`config.mk`:
```
export PLATFORM = sky130hd
export DESIGN_NAME = if_id_stage_flat
export DESIGN_NICKNAME = d
export VERILOG_FILES = /design/src/rtl/isa_pkg.sv /design/src/rtl/if_id_stage_if.sv /design/src/rtl/id_imm_decode.sv /design/src/rtl/if_id_stage.sv /design/src/flat_wrapper.sv
export SDC_FILE = /design/constraint.sdc
export NUM_CORES = 1
export LEC_CHECK = 0
export CELL_PAD_IN_SITES_DETAIL_PLACEMENT = 1
export CELL_PAD_IN_SITES_GLOBAL_PLACEMENT = 1
export CORE_MARGIN = 3
export CORE_UTILIZATION = 30
export DETAILED_ROUTE_END_ITERATION = 16
export PLACE_DENSITY = 0.76
export SKIP_LAST_GASP = 1
export SLEW_MARGIN = 0
export SYNTH_ARGS = -nofsm -noshare
export SYNTH_HDL_FRONTEND = slang
export SYNTH_SLANG_ARGS = --single-unit
```
`constraint.sdc`:
```
create_clock -name clk -period 2.85 [get_ports clk]
set_input_delay 0.855 -clock clk [delete_from_list [all_inputs] [get_ports clk]]
set_output_delay 0.855 -clock clk [all_outputs]
set_load 0.01 [all_outputs]
```
`src/rtl/isa_pkg.sv`:
```
// ISA constants shared by the IF/ID stage and the control unit.
package isa_pkg;

    typedef logic [5:0] opcode_t;

    // Opcodes, instr[31:26]
    localparam opcode_t OP_RTYPE = 6'b000000;
    localparam opcode_t OP_BEQ   = 6'b000100;
    localparam opcode_t OP_BNE   = 6'b000101;
    localparam opcode_t OP_ADDI  = 6'b001000;
    localparam opcode_t OP_ADDIU = 6'b001001;
    localparam opcode_t OP_SLTI  = 6'b001010;
    localparam opcode_t OP_SLTIU = 6'b001011;
    localparam opcode_t OP_ANDI  = 6'b001100;
    localparam opcode_t OP_ORI   = 6'b001101;
    localparam opcode_t OP_XORI  = 6'b001110;
    localparam opcode_t OP_LUI   = 6'b001111;
    localparam opcode_t OP_LW    = 6'b100011;
    localparam opcode_t OP_SW    = 6'b101011;

    // Instruction field bit positions
    localparam int unsigned OP_MSB  = 31;
    localparam int unsigned OP_LSB  = 26;
    localparam int unsigned RS_MSB  = 25;
    localparam int unsigned RS_LSB  = 21;
    localparam int unsigned RT_MSB  = 20;
    localparam int unsigned RT_LSB  = 16;
    localparam int unsigned RD_MSB  = 15;
    localparam int unsigned RD_LSB  = 11;
    localparam int unsigned IMM_MSB = 15;
    localparam int unsigned IMM_LSB = 0;

endpackage

```
`src/rtl/if_id_stage_if.sv`:
```
// Fetch-side and decode-side signals of the IF/ID stage.
// slave: the stage itself; master: the surrounding fetch/decode logic.
interface if_id_stage_if;
    logic        in_valid;
    logic        in_ready;
    logic [31:0] in_instr;
    logic [31:0] in_pc;
    logic        flush;
    logic        out_valid;
    logic        out_ready;
    logic [31:0] out_pc;
    logic [31:0] out_instr;
    logic [4:0]  rs;
    logic [4:0]  rt;
    logic [4:0]  rd;
    logic [15:0] imm16;
    logic        se;
    logic        is_itype;

    modport slave (
        input  in_valid, in_instr, in_pc, flush, out_ready,
        output in_ready, out_valid, out_pc, out_instr,
        output rs, rt, rd, imm16, se, is_itype
    );

    modport master (
        output in_valid, in_instr, in_pc, flush, out_ready,
        input  in_ready, out_valid, out_pc, out_instr,
        input  rs, rt, rd, imm16, se, is_itype
    );
endinterface

```
`src/rtl/id_imm_decode.sv`:
```
// Combinational register-field and immediate decode of an instruction word.
module id_imm_decode
    import isa_pkg::*;
(
    input  logic [31:0] instr,
    output logic [4:0]  rs,
    output logic [4:0]  rt,
    output logic [4:0]  rd,
    output logic [15:0] imm16,
    output logic        se,
    output logic        is_itype
);

    opcode_t op;

    assign op    = instr[OP_MSB:OP_LSB];
    assign rs    = instr[RS_MSB:RS_LSB];
    assign rt    = instr[RT_MSB:RT_LSB];
    assign rd    = instr[RD_MSB:RD_LSB];
    assign imm16 = instr[IMM_MSB:IMM_LSB];

    // Classify opcode: arithmetic/compare/branch/memory immediates sign-extend,
    // logical immediates and lui zero-extend, everything else is not I-type.
    always_comb begin
        se       = 1'b0;
        is_itype = 1'b0;
        case (op)
            OP_ADDI, OP_ADDIU, OP_SLTI, OP_SLTIU,
            OP_BEQ, OP_BNE, OP_LW, OP_SW: begin
                se       = 1'b1;
                is_itype = 1'b1;
            end
            OP_ANDI, OP_ORI, OP_XORI, OP_LUI: begin
                is_itype = 1'b1;
            end
            default: begin
                se       = 1'b0;
                is_itype = 1'b0;
            end
        endcase
    end

endmodule

```
`src/rtl/if_id_stage.sv`:
```
// IF/ID pipeline register: single-entry valid/ready buffer with flush,
// presenting decoded fields of the held instruction.
module if_id_stage (
    input  logic          clk,
    input  logic          rst,
    if_id_stage_if.slave  bus
);

    logic        valid_q;
    logic [31:0] instr_q;
    logic [31:0] pc_q;
    logic        ready;
    logic        accept;

    logic [4:0]  dec_rs;
    logic [4:0]  dec_rt;
    logic [4:0]  dec_rd;
    logic [15:0] dec_imm16;
    logic        dec_se;
    logic        dec_is_itype;

    assign ready  = !valid_q || bus.out_ready;
    assign accept = bus.in_valid && ready && !bus.flush;

    // Entry register: flush beats accept beats consume; instr/pc persist on consume.
    always_ff @(posedge clk or posedge rst) begin
        if (rst) begin
            valid_q <= 1'b0;
            instr_q <= '0;
            pc_q    <= '0;
        end else if (bus.flush) begin
            valid_q <= 1'b0;
        end else if (accept) begin
            valid_q <= 1'b1;
            instr_q <= bus.in_instr;
            pc_q    <= bus.in_pc;
        end else if (bus.out_ready) begin
            valid_q <= 1'b0;
        end
    end

    id_imm_decode u_dec (
        .instr    (instr_q),
        .rs       (dec_rs),
        .rt       (dec_rt),
        .rd       (dec_rd),
        .imm16    (dec_imm16),
        .se       (dec_se),
        .is_itype (dec_is_itype)
    );

    assign bus.in_ready  = ready;
    assign bus.out_valid = valid_q;
    assign bus.out_instr = instr_q;
    assign bus.out_pc    = pc_q;
    assign bus.rs        = dec_rs;
    assign bus.rt        = dec_rt;
    assign bus.rd        = dec_rd;
    assign bus.imm16     = dec_imm16;
    assign bus.se        = dec_se;
    assign bus.is_itype  = dec_is_itype;

endmodule

```
`src/flat_wrapper.sv`:
```
// flat-port wrapper written by rule: the top's interface ports become plain ports
module if_id_stage_flat 
  (clk, rst, bus_in_valid, bus_in_instr, bus_in_pc, bus_flush, bus_out_ready, bus_in_ready, bus_out_valid, bus_out_pc, bus_out_instr, bus_rs, bus_rt, bus_rd, bus_imm16, bus_se, bus_is_itype);
  if_id_stage_if bus_i ();
  input  logic clk;
  input  logic rst;
  input wire logic [$bits(bus_i.in_valid)-1:0] bus_in_valid;
  input wire logic [$bits(bus_i.in_instr)-1:0] bus_in_instr;
  input wire logic [$bits(bus_i.in_pc)-1:0] bus_in_pc;
  input wire logic [$bits(bus_i.flush)-1:0] bus_flush;
  input wire logic [$bits(bus_i.out_ready)-1:0] bus_out_ready;
  output wire logic [$bits(bus_i.in_ready)-1:0] bus_in_ready;
  output wire logic [$bits(bus_i.out_valid)-1:0] bus_out_valid;
  output wire logic [$bits(bus_i.out_pc)-1:0] bus_out_pc;
  output wire logic [$bits(bus_i.out_instr)-1:0] bus_out_instr;
  output wire logic [$bits(bus_i.rs)-1:0] bus_rs;
  output wire logic [$bits(bus_i.rt)-1:0] bus_rt;
  output wire logic [$bits(bus_i.rd)-1:0] bus_rd;
  output wire logic [$bits(bus_i.imm16)-1:0] bus_imm16;
  output wire logic [$bits(bus_i.se)-1:0] bus_se;
  output wire logic [$bits(bus_i.is_itype)-1:0] bus_is_itype;
  assign bus_i.in_valid = bus_in_valid;
  assign bus_i.in_instr = bus_in_instr;
  assign bus_i.in_pc = bus_in_pc;
  assign bus_i.flush = bus_flush;
  assign bus_i.out_ready = bus_out_ready;
  assign bus_in_ready = bus_i.in_ready;
  assign bus_out_valid = bus_i.out_valid;
  assign bus_out_pc = bus_i.out_pc;
  assign bus_out_instr = bus_i.out_instr;
  assign bus_rs = bus_i.rs;
  assign bus_rt = bus_i.rt;
  assign bus_rd = bus_i.rd;
  assign bus_imm16 = bus_i.imm16;
  assign bus_se = bus_i.se;
  assign bus_is_itype = bus_i.is_itype;
  if_id_stage u_core (.clk(clk), .rst(rst), .bus(bus_i));
endmodule
```
Yosys cells after proc, flatten, opt, wreduce, memory -nomap -nowiden
Index checks and enable logic that the tools add are counted.

Mux-type cells: 5. Equal/unequal tests: 12. Bitwise logic cells: 1. Reduce and logical (&&, ||, !) cells: 9.

Operators by type and width (number): 6-bit by 4-bit == test with 1-bit output (second input constant) (8); 6-bit by 3-bit == test with 1-bit output (second input constant) (2); 6-bit == test (second input constant) (2); 12-bit OR reduction (1); 8-bit OR reduction (1); 1-bit 2-to-1 mux (5); 3-bit nonzero test (1); 1-bit logical AND (2); 1-bit logical NOT (2); 2-bit AND reduction (1); 1-bit logical OR (1); 1-bit inverter (1).

Bits in registers: 65. Input bits: 69.

Depth between registers and ports, before layout
Gate-level depths: netlist of run 1.

Depth after elaboration: 6. Depth in mapped cells: 5.

Modules after synthesis
Synthesis of run 1 repeated with hierarchy kept, for this count alone.

Cell total of the unflattened synthesis: 181. Area total of the unflattened synthesis: 3027.9 sq um.

Modules (own cells, without submodules): if_id_stage (instances 1, cells each 142, area an instance 2745.1 sq um); id_imm_decode (instances 1, cells each 39, area an instance 282.8 sq um).

Worst setup path after synthesis of run 1
No wires, ideal clock.

Kind: input -> output. From: input bus_out_ready. To: output bus_in_ready. Data arrival time: 1037 ps. Path slack: 958 ps. Cell stages on the path: 2. Required time: 1995 ps. Cell sequence: nor2b_4 > inv_1.

Word-level cells in the longest chain between the ends: 1.

Ends and longest elaborated chain: start, declared (line flat_wrapper.sv:11) `input wire logic [$bits(bus_i.out_ready)-1:0] bus_out_ready;`; 1-bit logical OR (line if_id_stage.sv:22) `assign ready = !valid_q || bus.out_ready;`; end, declared (line flat_wrapper.sv:12) `output wire logic [$bits(bus_i.in_ready)-1:0] bus_in_ready;`.

No other way between the ends.

Final worst setup path of run 1
From: register u_core.instr_q[31] (netlist: u_core.bus.out_instr[31]). To: output bus_se.

Word-level cells in the longest chain between the ends: 3. Elaborated cells on any way between the ends: 10.

Ends and longest elaborated chain: start, declared (line if_id_stage.sv:10) `logic [31:0] instr_q;`; start signal, assigned (line if_id_stage.sv:35) `instr_q <= bus.in_instr;`; 6-bit by 4-bit == test with 1-bit output, or another cell as far along (line id_imm_decode.sv:27) `case (op)`; 8-bit OR reduction (*) (line id_imm_decode.sv:27); 1-bit 2-to-1 mux (*) (line id_imm_decode.sv:27); end, declared (line flat_wrapper.sv:20) `output wire logic [$bits(bus_i.se)-1:0] bus_se;`.

Every way passes the cells marked *; elsewhere a longest branch is shown, timed or not.

==> impl_metrics.yaml, run 1 <==
synthesis:
  yosys-mux-area-fraction: 0.313
  synth_fa_ha_area_frac: 0
  seq_area_frac_synth: 0.537
  synth_xor_area_frac: 0
  synth-simple-area-share: 0.0198
  synth_compound_area_frac: 0.00744
  ys_ff_latch: 65
  synth_top_family_by_area: "multiplexers"
  syn_area_per_cell_um2: 16.7
  synth_area_um2: 3030
  yosys_warnings: 0
  synth_nets: 250
  synthCells: 181
  synth.distinct_cells: 15
timing:
  setup_violations: 0
  fmax_ghz: 0.385
  rsz0062_at_grt: "false"
  fin_crit_sh: 0.911
  timing.slew.headroom: 0.769
  fin_tns_setup_ps: 0
  worstMarginPinSlew_ps: 347
  hold_viol: 0
  min_period_ps: 2600
  fin_worst_skew_ps: 7.89
  slew_viol_final: 0
grt:
  grt_max_degree: 66
  grt_pass1_vias: 2163
  grt_pass1_wl_um: 11600
  antenna_found_initial: 0
  grt.overflow.total: 0
  grt_use_total: 0.131
finish:
  post_route_cells_drive_above_1_share: 0.258
  area_growth_pct: 57.8
  multi_input_area_um2: 1030
  finalCoreUtilization: 0.488
  seq_area_um2: 1630
  final_nets: 394
  nFillCells: 990
  antenna_cells: 0
power_and_ir_drop:
  p_per_area_nw_per_um2: 631
  p_leak_nw: 2.04
  fin_total_pwr_mw: 3.01
  ir_drop_mv: 0.256
outcome:
  outcome: "finished, final reports clean"
cts:
  clock-root-buffer: "clkbuf_8"
  postCtsSetupBuffers: 0
  clk_latency_ps: 330
  cts.sink_count: 65
  clockBufferDepth: 2
  postCtsHoldBufs: 0
  clkTransAtPathRegs_ps: 70
  htreeDepth: 3
  numCtsBuffers: 9
  cts_tree: "yes"
floorplanning:
  core_um2: 9770
  die_x_um: 106
  start_util: 0.310
  rows: 36
  ioPinCount: 168
  fp.dieH_um: 106
  dieArea_um2: 11300
critical_path:
  path_class: "flip-flop to primary output"
  cpMaxStageDelayCell: "clkdlybuf4s50_1"
  path_buf_inv: 1
  cp_top_family: "buffers and inverters"
  cp.arrival_ps: 1740
  crit_chain: "nor3b_1 -> a21oi_1 -> a21oi_1 -> clkdlybuf4s50_1"
  startpoint_type: "flip-flop"
  cpPeakStageDelay_ps: 550
  path_common_cell: "a21oi_1"
  cp_max_fo: 6
  required_ps: 2000
  critPathCaptureType: "primary output"
route:
  wl_um: 7290
  ant_nets: 0
  vias: 1959
  drtIter0Drc: 44
  viasPerCell: 4.23
  drt-wirelength-per-cell_um: 15.7
  drc: 0
  dr.pass1.iters: 4
place:
  routabilityCongestion: 0.707
  port_buffers: 167
  dp_hpwl_um: 5460
min_path:
  hp-class: "flip-flop to flip-flop"
run:
  drv_cap: 0
[final timing paths]
check,from,slack [ps],endpoint,depth (start not counted)
setup reg to reg,u_core.bus.out_valid,1110,u_core.bus.out_instr[2],5
max in group asynchronous,rst,1640,u_core.bus.out_pc[6],3
hold reg to reg,u_core.bus.out_pc[25],510,u_core.bus.out_pc[25],1
setup / recovery,u_core.bus.out_instr[31],250,bus_se,4
min in group asynchronous,rst,920,u_core.bus.out_instr[18],3
hold / removal,u_core.bus.out_pc[25],510,u_core.bus.out_pc[25],1
[cells in the mapped netlist]
| master | count | area, um^2 |
|---|---|---|
| nor2_1 | 3 | 11.3 |
| nor3b_2 | 1 | 12.5 |
| inv_1 | 2 | 7.51 |
| nor3b_1 | 1 | 7.51 |
| dfrtp_1 | 65 | 1630 |
| o21bai_1 | 1 | 7.51 |
| mux2_2 | 4 | 45.0 |
| a21oi_1 | 3 | 15.0 |
| nor2b_1 | 1 | 6.26 |
| nor2b_4 | 1 | 13.8 |
| buf_6 | 1 | 11.3 |
| nand4b_1 | 1 | 8.76 |
| buf_4 | 31 | 233 |
| mux2_4 | 60 | 901 |
| buf_12 | 6 | 120 |
[cells by family (layout without fill, tap and decap cells)]
logic type / Yosys count / count (layout)
DFF: 65 / 65
muxes: 64 / 64
buffers and inverters: 40 / 189
and+or+nand+nor: 8 / 8
AOI/OAI and AO/OA: 4 / 4
[stage by stage]
stage          hold slack [ps]  instance area [um^2]  cells  setup WS, ps
6_report                   514                  4770    463           254
5_1_grt                    535                  4770    463           161
4_1_cts                    518                  4770    463          13.2
3_5_place_dp               495                  4570    447          22.1
3_3_place_gp               496                  4570    447          19.7
2_1_floorplan              552                  3030    181           369
[layer usage]
layer | track usage | wire length [um] | share of wire | up-vias
met2 | 0.213 | 3550 | 0.49 | 108
met1 | 0.163 | 3050 | 0.42 | 973
li1 | - | - | - | 872
met3 | 0.0455 | 637 | 0.087 | 6
met4 | 0.0466 | 51 | 0.0070 | 0
met5 | 0 | 0 | 0 | -
[placed cells by master (no fill, tap or decap), drive strengths merged]
cell type / n
bufinv: 1
nor2: 3
nand4b: 1
clkinv: 3
o21bai: 1
nor3b: 2
dfrtp: 65
clkdlybuf4s50: 166
inv: 2
a21oi: 3
buf: 4
dlymetal6s2s: 1
nor2b: 2
clkbuf: 12
mux2: 64
[where the power goes]
group	leakage, nW	switching [mW]	internal [mW]
clock	0.101	0.353	0.431
combinational	1.18	0.330	0.701
sequential	0.765	0.120	1.08
total	2.04	0.804	2.21
[sequential cells by signal, summed over array words and instances, names as in the netlist]
| name | cells |
|---|---|
| u_core.bus.out_instr | 32 |
| u_core.bus.out_pc | 32 |
| u_core.bus.out_valid | 1 |
[timing repair]
action / 4_1_cts / 5_1_grt
hold endpoints to repair: 0 / 0
setup endpoints to repair: 0 / 1
resized for setup: 0 / 1
[layout make-up]
cell class / count / share of cell area
inverters: 2 / 0.00157
multi-input cells: 76 / 0.217
clock inverters: 4 / 0.0110
flip-flops and latches: 65 / 0.341
well taps: 133 / 0.0349
clock buffers: 12 / 0.0304
repair buffers: 171 / 0.365
No activity file was read; power rests on OpenSTA's default activity.
==> run 2, diff against run 1 <==
Settings changed: ABC_AREA from default to 1, CORE_UTILIZATION 30 to 29, PLACE_DENSITY 0.76 to 0.77, RECOVER_POWER from default to 25.
==> impl_metrics.yaml, run 2 <==
floorplanning:
  dieArea_um2: 12500
  core_um2: 10600
  start_util: 0.305
  die_x_um: 112
  ioPinCount: 168
  rows: 37
  fp.dieH_um: 112
critical_path:
  path_buf_inv: 1
  r2r_start: "u_core.bus.out_valid"
  cp_top_family: "buffers and inverters"
  startpoint: "u_core.bus.out_instr[31]"
  r2r_end: "u_core.bus.out_instr[1]"
  critPathCaptureType: "primary output"
  cp_max_fo: 4
  startpoint_type: "flip-flop"
  cpPeakStageDelay_ps: 550
  crit_cells: 4
  cp-endpoint: "bus_is_itype"
  cpMaxStageDelayCell: "clkdlybuf4s50_1"
  rrSetupSlack_ps: 1280
  crit_chain: "nor2_1 -> nand3_1 -> nand3_1 -> clkdlybuf4s50_1"
  cp.arrival_ps: 1700
  reg2reg_depth: 6
  required_ps: 2000
  path_common_cell: "nand3_1"
  path_class: "flip-flop to primary output"
grt:
  grt_max_degree: 66
  grt.overflow.total: 0
  grt_pass1_vias: 2945
  grt_use_total: 0.153
  grt_pass1_wl_um: 15500
  antenna_found_initial: 0
synthesis:
  synth_enable_flop_cells: 0
  synth_area_leaders: "dfrtp_1 (50%), nand2_1 (15%), nand3_2 (11%)"
  synth.top_cell.area_share: 0.503
  ys_ff_latch: 65
  synth_nets: 398
  synthTopCellsByCount: "nand2_1 (131), dfrtp_1 (65), nand3_2 (37)"
  yosysMostFrequentCell: "nand2_1"
  synth_area_um2: 3240
  syn_area_per_cell_um2: 9.84
  synth_top_area_cell: "dfrtp_1"
  seq_area_frac_synth: 0.503
  synthCells: 329
  synth_ff_type: "dfrtp_1"
  synthArstFlopShare: 1.00
  yosys_warnings: 0
  synth.distinct_cells: 15
timing:
  fin_tns_setup_ps: 0
  slew_viol_final: 34
  min_period_ps: 2560
  hold_ws_ps: 474
  fin_crit_sh: 0.897
  fmax_ghz: 0.391
  hold_viol: 0
  setup_violations: 0
  worstMarginPinSlew_ps: 1500
  rsz0062_at_grt: "false"
  fin_worst_skew_ps: 10.9
  timing.slew.headroom: -0.000688
  worst_slack_ps: 292
route:
  dr.pass1.iters: 4
  vias: 2701
  wl_um: 9380
  viasPerCell: 4.48
  ant_nets: 0
  drtIter0Drc: 86
  drc: 0
  drt-wirelength-per-cell_um: 15.6
place:
  routabilityCongestion: 0.752
  pre_cts_ws_ps: 19.8
  dpl_cell_area_um2: 4650
  dp_hpwl_um: 6870
  port_buffers: 167
cts:
  clockBufferDepth: 2
  htreeDepth: 3
  postCtsSetupBuffers: 0
  cts_tree: "yes"
  clk_latency_ps: 330
  clock-root-buffer: "clkbuf_8"
  cts.sink_count: 65
  numCtsBuffers: 9
  clkTransAtPathRegs_ps: 70
power_and_ir_drop:
  ir_drop_mv: 0.232
  fin_total_pwr_mw: 2.77
  p_sw_frac: 0.291
  p_leak_nw: 2.22
  p_seq_frac: 0.417
  cell_internal_pwr_mw: 1.97
  p_comb_frac: 0.309
  p_per_area_nw_per_um2: 576
  p_sw_mw: 0.807
  clkPwrFrac: 0.274
min_path:
  hp-class: "flip-flop to flip-flop"
finish:
  layout_commonest_cell: "clkdlybuf4s50_1"
  area_growth_pct: 48.9
  final_nets: 533
  final_cell_mix: "clkdlybuf4s50_1 (165), nand2_1 (131), dfrtp_1 (65)"
  antenna_cells: 0
  fin_area_um2: 4820
  post_route_cells_drive_above_1_share: 0.135
run:
  drv_cap: 1
outcome:
  outcome: "finished with violations"
  violations: "capacitance limit, slew limit"
[run 2: power by group through the flow]
| stage | Clock [mW] | Combinational (mW) | Sequential (mW) |
|---|---|---|---|
| floorplan | 0 | 0.349 | 1.22 |
| global placement | 0 | 0.855 | 1.17 |
| detailed placement | 0 | 0.876 | 1.17 |
| CTS | 0.792 | 0.879 | 1.16 |
| global route | 0.841 | 0.927 | 1.18 |
| finish | 0.761 | 0.856 | 1.16 |
[run 2: how the worst min path moves through the flow]
stage | start | to | cells past startpoint
floorplan | u_core.bus.out_pc[0] | u_core.bus.out_pc[0] | 2
global placement | u_core.bus.out_pc[0] | u_core.bus.out_pc[0] | 2
detailed placement | u_core.bus.out_pc[3] | u_core.bus.out_pc[3] | 2
CTS | u_core.bus.out_pc[3] | u_core.bus.out_pc[3] | 2
global route | u_core.bus.out_pc[6] | u_core.bus.out_pc[6] | 2
finish | u_core.bus.out_pc[3] | u_core.bus.out_pc[3] | 2
[run 2: what timing repair did]
action                                  4_1_cts  5_1_grt
endpoints found under the hold margin         0        0
gates resized for setup                       0        1
hold buffers                                  0        0
endpoints found under the setup margin        0        1
[run 2: layout make-up]
type | count | area, um^2
Multi-Input combinational cell | 207 | 1070
Tap cell | 136 | 170
Fill cell | 1224 | 5780
Inverter | 6 | 22.5
Sequential cell | 65 | 1630
Clock buffer | 11 | 141
Clock inverter | 3 | 42.5
Timing Repair Buffer | 175 | 1740
[run 2: cells by family (layout without fill, tap and decap cells)]
kind of cell | Yosys count | in the layout | share of synthesized area
buf+inv | 57 | 195 | 0.167
simple gates | 206 | 206 | 0.329
compound gates | 1 | 1 | 0.00154
flops | 65 | 65 | 0.503
[run 2: through the flow]
step / cells / utilization
detailed placement: 589 / 0.438
global route: 603 / 0.455
floorplan: 329 / -
global placement: 589 / 0.438
CTS: 603 / 0.456
finish: 603 / 0.455
[run 2: worst reg2reg max path, stage by stage (launching register included)]
cell     delay (ps)
dfrtp_1         410
nand2_4          80
buf_4           450
nand2_4         130
buf_4           230
nand2_1          90
nand2_1          50
[run 2: metal layers]
metal / GRT usage / vias up / wire length (um)
met3: 0.0402 / 13 / 587
met2: 0.279 / 96 / 4950
met5: 0 / - / 0
met4: 0.0511 / 0 / 138
met1: 0.173 / 1319 / 3700
li1: - / 1273 / -
==> edit (config.mk and constraints of run 1) <==
Make the reset (`rst`) synchronous in one clocked block.
--- a/src/rtl/if_id_stage.sv
+++ b/src/rtl/if_id_stage.sv
@@ -23,7 +23,7 @@
     assign accept = bus.in_valid && ready && !bus.flush;
 
     // Entry register: flush beats accept beats consume; instr/pc persist on consume.
-    always_ff @(posedge clk or posedge rst) begin
+    always_ff @(posedge clk) begin
         if (rst) begin
             valid_q <= 1'b0;
             instr_q <= '0;
Behaviour: differs if rst is asserted again (counterexample within 4 cycles, from zero or initial values and one cycle with rst high); with rst held inactive, the same outputs for 10 cycles.
==> edit against run 1 <==
  * Synthesized area shrank 5.6%
  * Fmax shrank 1.9%
  * Sequential cell count is the same
  * Setup slack lost 0.051 ns
  * Final area shrank 6.7%
  * Hold slack lost 0.039 ns
  * Non-clock buffer count grew 2
  * Routed wire length grew 34%
Power is not compared: it rests on default switching activity, and its combinational part moved more than twofold at a synthesized area within 25%.
==> edit: results (changes against run 1) <==
\begin{tabular}{lr}
\hline
Metric & Value \\
\hline
\multicolumn{2}{l}{\textbf{Hold path}} \\
\quad Terminating pin of the worst hold path & u\_core.bus.out\_pc[29] \\
\quad Startpoint of the tightest hold check path & u\_core.bus.out\_pc[29] \\
\quad Hold Path Depth & 2 (+1) \\
\multicolumn{2}{l}{\textbf{Worst setup path}} \\
\quad Delay of the slowest cell on the worst path & 0.45 ns (-0.10 ns) \\
\quad CP Data Arrival Time & 1.79 ns (+0.05 ns) \\
\quad Worst R2R Path Depth & 4 (-1) \\
\quad Worst setup endpoint & bus\_in\_ready \\
\quad Critical path fanouts, max & 2 (-4) \\
\quad Worst setup path start & bus\_out\_ready \\
\multicolumn{2}{l}{\textbf{Routing}} \\
\quad Met1 wire length & 4220 µm (+38\%) \\
\quad Via count & 2,901 (+48\%) \\
\quad Routed length on met2 & 4790 µm (+35\%) \\
\quad DRT iter0 DRCs & 78 (+77\%) \\
\multicolumn{2}{l}{\textbf{Global routing}} \\
\quad First-pass GRT wire length & 16,000 µm (+37\%) \\
\quad GR met1 Demand/Resource & 0.216 (+0.0534) \\
\quad Overall fraction of global-route tracks in use & 0.180 (+0.0490) \\
\multicolumn{2}{l}{\textbf{Placement}} \\
\quad Routability congestion estimate & 0.748 (+5.9\%) \\
\quad Setup slack after placement & -0.0140 ns (-0.0361 ns) \\
\quad Placed wire-length estimate & 6570 µm (+20\%) \\
\multicolumn{2}{l}{\textbf{Finish}} \\
\quad Proportion of layout cells with a drive suffix above 1 & 0.0742 (-0.183) \\
\quad Layout Nets & 524 (+33\%) \\
\quad Non-Filler Instances & 584 (+26\%) \\
\quad Number of fillers in the final layout & 1,042 (+5.3\%) \\
\multicolumn{2}{l}{\textbf{STA}} \\
\quad Smallest setup slack after layout & 0.203 ns (-0.0510 ns) \\
\quad Final Hold Slack & 0.475 ns (-0.0389 ns) \\
\quad Clk\_skew & 0.0119 ns (+0.00399 ns) \\
\quad Slew of the pin with the lowest slew margin & 0.755 ns (+0.408 ns) \\
\multicolumn{2}{l}{\textbf{Synthesis}} \\
\quad Largest cells by area after synthesis & dfxtp\_1 46\%, a21oi\_1 12\%, o21ai\_0 11\%, nand3\_1 9.5\%, buf\_4 8.7\% \\
\quad Asr flop ratio synth & 0 (-1.00) \\
\quad Gate Count Post-Synth & 337 (+86\%) \\
\quad Number of nets in the synthesized netlist & 406 (+62\%) \\
\quad Most used flip-flop cell after synthesis & dfxtp\_1 \\
\multicolumn{2}{l}{\textbf{Status}} \\
\quad Result of the run & finished, final reports clean \\
\hline
\end{tabular}
==> edit: repair_timing <==
| action | 4_1_cts | 5_1_grt |
|---|---|---|
| gates resized for setup | 1 | 0 |
| setup endpoints to repair | 1 | 0 |
| hold buffers | 0 | 0 |
| endpoints found under the hold margin | 0 | 0 |
==> edit: cell families (layout without fill, tap and decap cells) <==
family                 Yosys count  count (layout)  synth area share
and+or+nand+nor                 73              73             0.150
DFF                             65              65             0.455
AOI/OAI and AO/OA              132             132             0.233
buffers and inverters           67             188             0.162
==> edit: worst max-delay path, delay by kind of cell <==
family                 cells  cell delay, ns
buffers and inverters      3            0.79
and+or+nand+nor            1            0.14
==> edit: cell type report <==
cell class | instances | area (µm²) | share of cell area
Timing Repair Buffer | 173 | 1740 | 0.390
Clock buffer | 10 | 128 | 0.0287
Tap cell | 126 | 158 | 0.0354
Inverter | 1 | 5.00 | 0.00112
Multi-Input combinational cell | 205 | 1100 | 0.248
Sequential cell | 65 | 1300 | 0.292
Clock inverter | 4 | 22.5 | 0.00506
